### config.mk
export PLATFORM = sky130hd
export DESIGN_NAME = wash_program_sequencer
export DESIGN_NICKNAME = d
export VERILOG_FILES = /design/src/rtl/wash_program_sequencer_pkg.sv /design/src/rtl/wash_program_sequencer_phase_timer.sv /design/src/rtl/wash_program_sequencer.sv
export SDC_FILE = /design/constraint.sdc
export NUM_CORES = 1
export LEC_CHECK = 0
export CAP_MARGIN = 15
export CORE_ASPECT_RATIO = 1.5
export CORE_MARGIN = 8
export CORE_UTILIZATION = 30
export DETAILED_ROUTE_END_ITERATION = 10
export PLACE_DENSITY_LB_ADDON = 0.25
export SETUP_SLACK_MARGIN = 0.05
export SYNTH_ARGS = -nofsm -noshare
export SYNTH_HDL_FRONTEND = slang
export SYNTH_SLANG_ARGS = --single-unit
### constraint.sdc
create_clock -name clk -period 4.18 [get_ports clk]
set_input_delay 0.418 -clock clk [delete_from_list [all_inputs] [get_ports clk]]
set_output_delay 0.418 -clock clk [all_outputs]
set_load 0.02 [all_outputs]
### src/rtl/wash_program_sequencer_pkg.sv
// wash_pkg: shared state encoding, motor speed codes and state classification for the wash sequencer.
package wash_pkg;
    typedef enum logic [3:0] {
        S_IDLE, S_FILL, S_WASH, S_DRAIN, S_RFILL, S_RINSE, S_RDRAIN,
        S_SPIN, S_DRY, S_DONE, S_PAUSED, S_ABORT, S_FAULT
    } state_t;

    localparam logic [1:0] SPD_OFF  = 2'd0;
    localparam logic [1:0] SPD_LOW  = 2'd1;
    localparam logic [1:0] SPD_MED  = 2'd2;
    localparam logic [1:0] SPD_HIGH = 2'd3;

    function automatic logic is_run(input state_t s);
        return s inside {S_FILL, S_WASH, S_DRAIN, S_RFILL, S_RINSE, S_RDRAIN, S_SPIN, S_DRY};
    endfunction
endpackage

### src/rtl/wash_program_sequencer_phase_timer.sv
// phase_timer: loadable down-counter holding the remaining cycles of the current phase.
module phase_timer #(
    parameter int TIMER_W = 16
) (
    input  logic               clk,
    input  logic               rst,
    input  logic               load_i,
    input  logic               en_i,
    input  logic [TIMER_W-1:0] val_i,
    output logic [TIMER_W-1:0] count_o,
    output logic               last_o
);
    assign last_o = count_o == TIMER_W'(1);

    always_ff @(posedge clk or posedge rst) begin
        if (rst) count_o <= '0;
        else if (load_i) count_o <= val_i;
        else if (en_i && count_o != '0) count_o <= count_o - 1'b1;
    end
endmodule

### src/rtl/wash_program_sequencer.sv
// wash_program_sequencer: washing-machine program controller sequencing fill/wash/rinse/spin/dry
// with pause, drain-on-stop abort and fault handling.
module wash_program_sequencer
    import wash_pkg::*;
#(
    parameter int TIMER_W      = 16,
    parameter int WASH_TICKS   = 200,
    parameter int RINSE_TICKS  = 100,
    parameter int SPIN_TICKS   = 150,
    parameter int DRY_TICKS    = 300,
    parameter int RINSE_PASSES = 2,
    parameter int FILL_TIMEOUT = 500
) (
    input  logic               clk,
    input  logic               rst,
    input  logic               start,
    input  logic               stop,
    input  logic               pause,
    input  logic               doorclosed,
    input  logic               detergentfilled,
    input  logic               water_full,
    input  logic               water_empty,
    input  logic               washOnly,
    input  logic               dry,
    input  logic [1:0]         waterTemp,
    input  logic [1:0]         spinSpeed,
    output logic               doorLock,
    output logic               fill_value_on,
    output logic               drain_value_on,
    output logic               soap_value_on,
    output logic               motorStart,
    output logic [1:0]         heater_on,
    output logic [1:0]         motor_speed,
    output logic [3:0]         state,
    output logic [2:0]         rinse_count,
    output logic [TIMER_W-1:0] timer,
    output logic               done,
    output logic               alarm
);
    state_t state_q, state_d, ret_q;
    logic [2:0] rinse_q;
    logic wash_only_q, dry_q;
    logic [1:0] temp_q, spd_q, motor_d;
    logic accept, reject, rinse_inc, last, load, en, run, fill_st;
    logic [TIMER_W-1:0] load_val;

    assign run = is_run(state_q);
    assign fill_st = state_q inside {S_FILL, S_RFILL};
    assign state = state_q;
    assign rinse_count = rinse_q;

    always_comb begin
        state_d = state_q;
        accept = 1'b0;
        reject = 1'b0;
        rinse_inc = 1'b0;
        if (stop && state_q != S_ABORT) state_d = (run || state_q == S_PAUSED) ? S_ABORT : S_IDLE;
        else if (!doorclosed && (run || state_q == S_PAUSED)) state_d = S_FAULT;
        else if (fill_st && last && !water_full) state_d = S_FAULT;
        else if (pause && run) state_d = S_PAUSED;
        else begin
            case (state_q)
                S_IDLE: begin
                    accept = start && doorclosed && detergentfilled;
                    reject = start && !accept;
                    state_d = accept ? S_FILL : S_IDLE;
                end
                S_FILL:   state_d = water_full ? S_WASH : S_FILL;
                S_WASH:   state_d = last ? S_DRAIN : S_WASH;
                S_DRAIN:  state_d = !water_empty ? S_DRAIN : wash_only_q ? S_DONE : S_RFILL;
                S_RFILL:  state_d = water_full ? S_RINSE : S_RFILL;
                S_RINSE:  state_d = last ? S_RDRAIN : S_RINSE;
                S_RDRAIN: begin
                    rinse_inc = water_empty;
                    state_d = !water_empty ? S_RDRAIN :
                              (rinse_q + 3'd1 == 3'(RINSE_PASSES)) ? S_SPIN : S_RFILL;
                end
                S_SPIN:   state_d = !last ? S_SPIN : dry_q ? S_DRY : S_DONE;
                S_DRY:    state_d = last ? S_DONE : S_DRY;
                S_DONE:   state_d = S_IDLE;
                S_PAUSED: state_d = pause ? S_PAUSED : ret_q;
                S_ABORT:  state_d = water_empty ? S_IDLE : S_ABORT;
                default:  state_d = state_q;
            endcase
        end
    end

    // Entering or leaving PAUSED keeps the held count; every other phase change reloads it.
    assign load = state_d != state_q && state_d != S_PAUSED && !(state_q == S_PAUSED && state_d == ret_q);
    assign en = state_d == state_q && state_q != S_PAUSED;
    assign load_val = (state_d == S_WASH)  ? TIMER_W'(WASH_TICKS)  :
                      (state_d == S_RINSE) ? TIMER_W'(RINSE_TICKS) :
                      (state_d == S_SPIN)  ? TIMER_W'(SPIN_TICKS)  :
                      (state_d == S_DRY)   ? TIMER_W'(DRY_TICKS)   :
                      (state_d inside {S_FILL, S_RFILL}) ? TIMER_W'(FILL_TIMEOUT) : '0;
    assign motor_d = (state_d inside {S_WASH, S_RINSE, S_DRY}) ? SPD_LOW :
                     (state_d == S_SPIN) ? ((spd_q == SPD_OFF) ? SPD_LOW : spd_q) : SPD_OFF;

    phase_timer #(.TIMER_W(TIMER_W)) u_timer (
        .clk     (clk),
        .rst     (rst),
        .load_i  (load),
        .en_i    (en),
        .val_i   (load_val),
        .count_o (timer),
        .last_o  (last)
    );

    always_ff @(posedge clk or posedge rst) begin
        if (rst) begin
            state_q <= S_IDLE;
            ret_q <= S_IDLE;
            rinse_q <= '0;
            wash_only_q <= 1'b0;
            dry_q <= 1'b0;
            temp_q <= '0;
            spd_q <= '0;
            doorLock <= 1'b0;
            fill_value_on <= 1'b0;
            drain_value_on <= 1'b0;
            soap_value_on <= 1'b0;
            motorStart <= 1'b0;
            heater_on <= '0;
            motor_speed <= '0;
            done <= 1'b0;
            alarm <= 1'b0;
        end else begin
            state_q <= state_d;
            ret_q <= (state_d == S_PAUSED && state_q != S_PAUSED) ? state_q : ret_q;
            if (accept) begin
                wash_only_q <= washOnly;
                dry_q <= dry;
                temp_q <= waterTemp;
                spd_q <= spinSpeed;
                rinse_q <= '0;
            end else if (rinse_inc) rinse_q <= rinse_q + 3'd1;
            doorLock <= !(state_d inside {S_IDLE, S_DONE, S_FAULT});
            fill_value_on <= state_d inside {S_FILL, S_RFILL};
            drain_value_on <= state_d inside {S_DRAIN, S_RDRAIN, S_ABORT, S_SPIN};
            soap_value_on <= state_d == S_FILL;
            heater_on <= (state_d == S_WASH) ? temp_q : 2'd0;
            motor_speed <= motor_d;
            motorStart <= motor_d != SPD_OFF;
            done <= state_d == S_DONE;
            alarm <= state_d == S_FAULT || reject;
        end
    end
endmodule

==> flow_summary.ini, run 1 <==
[status]
status = complete, no violations

[placement]
hpwl_um = 7058
place_inst = 518
place_ws_ns = 0.4582
io_buffers = 48
gp_congestion = 0.9191

[synth]
yosysWarnings = 0
synth_top_family_by_area = simple AND/OR/NAND/NOR gates
yosysSeqAreaShare_pct = 36.30
netlist_area_mm2 = 0.003033
synth_flop_cell = dfrtp_1
synth_xor_area_share_pct = 5.198
muxShareOfSynthArea_pct = 3.507
synth_edf_count = 0
yosysUniqueCellTypes = 68
synth-adder-area-share_pct = 1.980
syn_area_per_cell_um2 = 8.519
synth_nets = 375
synth-simple-area-share_pct = 32.05
ys_async_sr_fraction_pct = 100.0
synth-compound-area-share_pct = 16.75
ys_seq_elements = 44
syn-instance-count = 356

[min_path]
min_path_type = reg2reg
hold_depth = 2
whs_endpoint = temp_q[1]$_DFFE_PP0P_
hold_start = temp_q[1]$_DFFE_PP0P_

[clock_network]
cts_made_buffers = 5
htreeDepth = 2
clk_path_buf_depth = 2
clkTransAtPathRegs_ns = 0.07
insertion_delay_ns = 0.30
cts.sinks = 44
cts_tree = done
cts_resized = 0
root_buffer = clkbuf_16
cts.hold.buffers_added = 0
cts_setup_buffers = 0

[power]
vdd.ir_drop.worst_uv = 342.0
total_power_w = 0.003272
power.leakage_nw = 1.634
power_density_mw_per_mm2 = 850.8

[grt]
antenna_found_initial = 0
grt_pass1_wl_um = 15490
grt_pass1_vias = 2970
grt_use_total_pct = 14.02
overflow = 0
grt_max_degree = 45

[die]
die_h_um = 139.1
ios = 49
die_w_um = 98.10
coreArea_mm2 = 0.009966
start_util_pct = 30.43
std_cell_rows = 45
die_area_mm2 = 0.01365

[setup_path]
worstReg2RegStart = u_timer.count_o[2]$_DFFE_PP0P_
worst_setup_path_start_kind = flop
worstReg2RegEnd = u_timer.count_o[1]$_DFFE_PP0P_
path_class = reg2reg
crit_buf_inv = 2
critical_path.max_stage_delay_ns = 0.68
crit_arrival_ns = 3.91
critPathTopFamily = simple AND/OR/NAND/NOR gates
path_cells = or4_1, or4b_4, a2111oi_2, o32ai_1, buf_4, or3_4, or3_4, and2_1, buf_4, o221ai_1
reg2regPathDepth = 10
cp_slowest_cell = or4_1
crit_required_ns = 4.38
critPathCaptureType = flop
cp_max_fo = 11
r2r_setup_slack_ns = 0.47

[route]
vias = 2953
viasPerCell = 5.614
wl_met2_um = 4838
dr.first_iter.drc_count = 176
final_antenna_net_count = 0
wire_per_inst_um = 17.79
wl_met3_um = 423
wl_met1_um = 3744
highest_layer = met4
wl_um = 9359
dr.pass1.iters = 4
drc = 0

[sta]
setup_viol = 0
finalWorstSetupSlack_ns = 0.4676
hold_viol = 0
skew_ns = 0.005937
worst_slew_pin_slew_ns = 0.9326
period_needed_ns = 3.712
min_period_over_period_pct = 88.81
slew_headroom_pct = 37.74
rsz0062_at_grt = false
max_freq_ghz = 0.2694
setup_tns_ns = 0
drv_slew = 0

[final_layout]
antennaDiodeCount = 0
stdcell_count = 526
post-route-util_pct = 38.59
syn_to_final_growth_pct = 26.82
drive_gt1_share_pct = 9.046
layout_commonest_cell = clkdlybuf4s50_1
fill_cells = 1029
nets = 427
layout_common_cells = 48 x clkdlybuf4s50_1, 44 x dfrtp_1, 42 x nand2_1, 38 x nor2_1, 23 x nor3_1

[flow_run]
drv_cap = 0
cell type report:
class	instances	area [um2]	area share, %
Tap cell	117	146.4	3.806
Clock inverter	3	46.29	1.204
Clock buffer	5	125.1	3.253
Sequential cell	44	1101	28.63
Timing Repair Buffer	61	578.1	15.03
Inverter	12	45.04	1.171
Multi-Input combinational cell	284	1804	46.91
stage by stage:
| stage | instance area [um2] | hold slack [ns] |
|---|---|---|
| global placement | 3675 | 0.4525 |
| detailed placement | 3675 | 0.4581 |
| floorplan | 3033 | 0.4369 |
| global route | 3846 | 0.4992 |
| CTS | 3846 | 0.4752 |
| finish | 3846 | 0.4704 |
logic make-up after synthesis:
kind of cell,Yosys count
AND/OR/NAND/NOR,181
AO/OA/AOI/OAI,70
buffers and inverters,28
flip-flops,44
XOR/XNOR,18
adder cells (fa/ha/maj),5
multiplexers,10
tightest hold or removal path, stage by stage, from the launching register on:
cell	delay [ns]
dfrtp_1	0.34
nand2_1	0.05
nand2_1	0.06
per-layer routing:
metal / vias up / global-route usage (%)
met3: 26 / 2.563
met1: 1420 / 15.67
met5: - / 0
met2: 95 / 24.51
li1: 1412 / -
met4: 0 / 7.426
power by group:
group | internal (W) | switching (W)
clock network | 0.000284 | 0.000183
registers | 0.000556 | 0.000219
logic | 0.000861 | 0.00117
worst max path at each step:
| stage | from | end | slack [ns] | cells after the start |
|---|---|---|---|---|
| floorplan | u_timer.count_o[2]$_DFFE_PP0P_ | u_timer.count_o[5]$_DFFE_PP0P_ | 0.68 | 10 |
| global placement | u_timer.count_o[2]$_DFFE_PP0P_ | u_timer.count_o[7]$_DFFE_PP0P_ | 0.55 | 10 |
| detailed placement | u_timer.count_o[2]$_DFFE_PP0P_ | u_timer.count_o[1]$_DFFE_PP0P_ | 0.46 | 10 |
| CTS | u_timer.count_o[2]$_DFFE_PP0P_ | u_timer.count_o[1]$_DFFE_PP0P_ | 0.45 | 10 |
| global route | state[1]$_DFF_PP0_ | u_timer.count_o[5]$_DFFE_PP0P_ | 0.27 | 9 |
| finish | u_timer.count_o[2]$_DFFE_PP0P_ | u_timer.count_o[1]$_DFFE_PP0P_ | 0.47 | 10 |
flip-flops by register name, summed over array words and instances, names as in the netlist, 2 cells and up:
name,count
u_timer.count_o,16
ret_q,4
rinse_count,3
motor_speed,2
heater_on,2
temp_q,2
state,4
spd_q,2
cell usage after synthesis, types with 6 or more instances:
cell | n | area share, %
and2_1 | 7 | 1.4
a21oi_1 | 13 | 2.1
nor3_1 | 23 | 3.8
dfrtp_1 | 44 | 36
buf_2 | 6 | 0.99
inv_1 | 11 | 1.4
clkbuf_1 | 7 | 0.87
nand3_1 | 16 | 2.6
mux2i_1 | 8 | 2.6
nand2_1 | 42 | 5.2
nor2_1 | 38 | 4.7
nand2b_1 | 7 | 1.4
o21ai_0 | 14 | 2.3
xor2_1 | 14 | 4.0
nand4_1 | 13 | 2.7
(Power assumes the default switching activity.)
==> inputs of run 2 (changes only) <==
- CORE_UTILIZATION: 30 -> 54
==> run 2 against run 1 <==
  * Worst setup slack got worse by 0.042 ns
  * Die area fell by 39%
  * Critical path type unchanged
  * Maximum frequency shrank 1.1%
  * Largest power group unchanged
  * Combinational power is essentially flat
  * Clock-buffer cell count is 1 higher
  * Clock power shrank 25%
  * Power decreased by 4.5%
  * Critical endpoint is now u_timer.count_o[7]$_DFFE_PP0P_
  * Register-to-register slack worse by 0.04 ns
  * Final area is 1.9% lower
  * Sequential cell count unchanged
==> flow_summary.ini, run 2 (same netlist as run 1, synthesis figures left out) <==
[placement]
io_buffers = 48
gp_congestion = 1.023
hpwl_um = 6696
place_ws_ns = 0.4154

[clock_network]
root_buffer = clkbuf_8
cts.sinks = 44
clk_path_buf_depth = 2
cts_resized = 0
clkTransAtPathRegs_ns = 0.09
cts_setup_buffers = 0
cts.hold.buffers_added = 0
htreeDepth = 2
cts_made_buffers = 5
cts_tree = done
insertion_delay_ns = 0.30

[grt]
grt_pass1_wl_um = 14440
overflow = 0
antenna_found_initial = 0
grt_pass1_vias = 3007
grt_max_degree = 45
grt_use_total_pct = 21.31

[power]
power.leakage_nw = 1.637
vdd.ir_drop.worst_uv = 803.2
power_density_mw_per_mm2 = 828.1

[sta]
worst_slew_pin_slew_ns = 0.7543
setup_viol = 0
setup_tns_ns = 0
slew_headroom_pct = 49.33
hold_ws_ns = 0.4782
max_freq_ghz = 0.2664
rsz0062_at_grt = false
period_needed_ns = 3.754
finalWorstSetupSlack_ns = 0.4257
min_period_over_period_pct = 89.81
drv_slew = 0
hold_viol = 0
skew_ns = 0.007417

[die]
die_area_mm2 = 0.008320
coreArea_mm2 = 0.005450
std_cell_rows = 33
die_h_um = 107.8
die_w_um = 77.19
ios = 49
start_util_pct = 55.65

[final_layout]
nets = 432
antennaDiodeCount = 0
drive_gt1_share_pct = 9.903
largest_reg_flops = 16
largest-register = u_timer.count_o
layout_commonest_cell = clkdlybuf4s50_1
layout_common_cells = 48 x clkdlybuf4s50_1, 44 x dfrtp_1, 42 x nand2_1, 38 x nor2_1, 23 x nor3_1
syn_to_final_growth_pct = 24.46

[setup_path]
worstReg2RegEnd = u_timer.count_o[7]$_DFFE_PP0P_
crit_required_ns = 4.35
reg2regPathDepth = 10
r2r_setup_slack_ns = 0.43
worst_setup_path_start_kind = flop
cp_max_fo = 11
crit_arrival_ns = 3.93
critPathCaptureType = flop
worstReg2RegStart = u_timer.count_o[2]$_DFFE_PP0P_
path_class = reg2reg

[route]
final_antenna_net_count = 0
wire_per_inst_um = 18.05
viasPerCell = 6.159
dr.first_iter.drc_count = 181
drc = 0
vias = 2981
dr.pass1.iters = 6
wl_um = 8734

[min_path]
hold_depth = 2
min_path_type = reg2reg
whs_endpoint = temp_q[0]$_DFFE_PP0P_
hold_start = temp_q[0]$_DFFE_PP0P_

[flow_run]
drv_cap = 0

[status]
status = complete, no violations
run 2: cell type report:
cell class | instances | area, um2
fill | 454 | 1675
clock inverter | 2 | 38.79
timing repair buffer | 66 | 615.6
tap | 70 | 87.58
sequential | 44 | 1101
inverter | 12 | 45.04
multi-input combinational | 284 | 1804
clock buffer | 6 | 82.58
run 2: where the power goes:
part / switching (W) / internal [W]
clock: 0.000156 / 0.000196
combinational: 0.00116 / 0.000861
sequential: 0.000198 / 0.000556
total: 0.00151 / 0.00161
run 2: critical path, cell delays in order, from the launching register on:
cell and delay (ns):
dfrtp_1 0.43, or4_1 0.67, or4b_4 0.62, a2111oi_2 0.24, o32ai_1 0.16, buf_4 0.21, or3_4 0.36, or3_4 0.43
and2_1 0.20, buf_4 0.19, mux2i_1 0.12
run 2: worst max path at each step:
| stage | end | slack, ns | start | depth (start not counted) |
|---|---|---|---|---|
| 3_3_place_gp | u_timer.count_o[7]$_DFFE_PP0P_ | 0.53 | u_timer.count_o[2]$_DFFE_PP0P_ | 10 |
| 6_report | u_timer.count_o[7]$_DFFE_PP0P_ | 0.43 | u_timer.count_o[2]$_DFFE_PP0P_ | 10 |
| 5_1_grt | u_timer.count_o[7]$_DFFE_PP0P_ | 0.31 | u_timer.count_o[2]$_DFFE_PP0P_ | 10 |
| 3_5_place_dp | u_timer.count_o[15]$_DFFE_PP0P_ | 0.42 | water_empty | 10 |
| 4_1_cts | u_timer.count_o[7]$_DFFE_PP0P_ | 0.44 | u_timer.count_o[2]$_DFFE_PP0P_ | 10 |
| 2_1_floorplan | u_timer.count_o[5]$_DFFE_PP0P_ | 0.68 | u_timer.count_o[2]$_DFFE_PP0P_ | 10 |
run 2: per-stage QoR:
stage	std cells	util (%)	power, W	area [um2]
final	484	69.26	0.003126	3775
after global routing	484	69.26	0.003359	3775
after CTS	484	69.26	0.003123	3775
after detailed placement	476	67.03	0.002757	3654
after global placement	476	67.03	0.002727	3654
after floorplan	356	-	0.002156	3033
run 2: layer usage:
| layer | wire length [um] | up-vias | part of all wire (%) | track usage [%] |
|---|---|---|---|---|
| met5 | 0 | - | 0 | 0 |
| met4 | 361 | 0 | 4.1 | 13.69 |
| met3 | 440 | 30 | 5.0 | 3.679 |
| met2 | 4624 | 102 | 53 | 37.76 |
| met1 | 3307 | 1430 | 38 | 22.78 |
| li1 | - | 1419 | - | - |
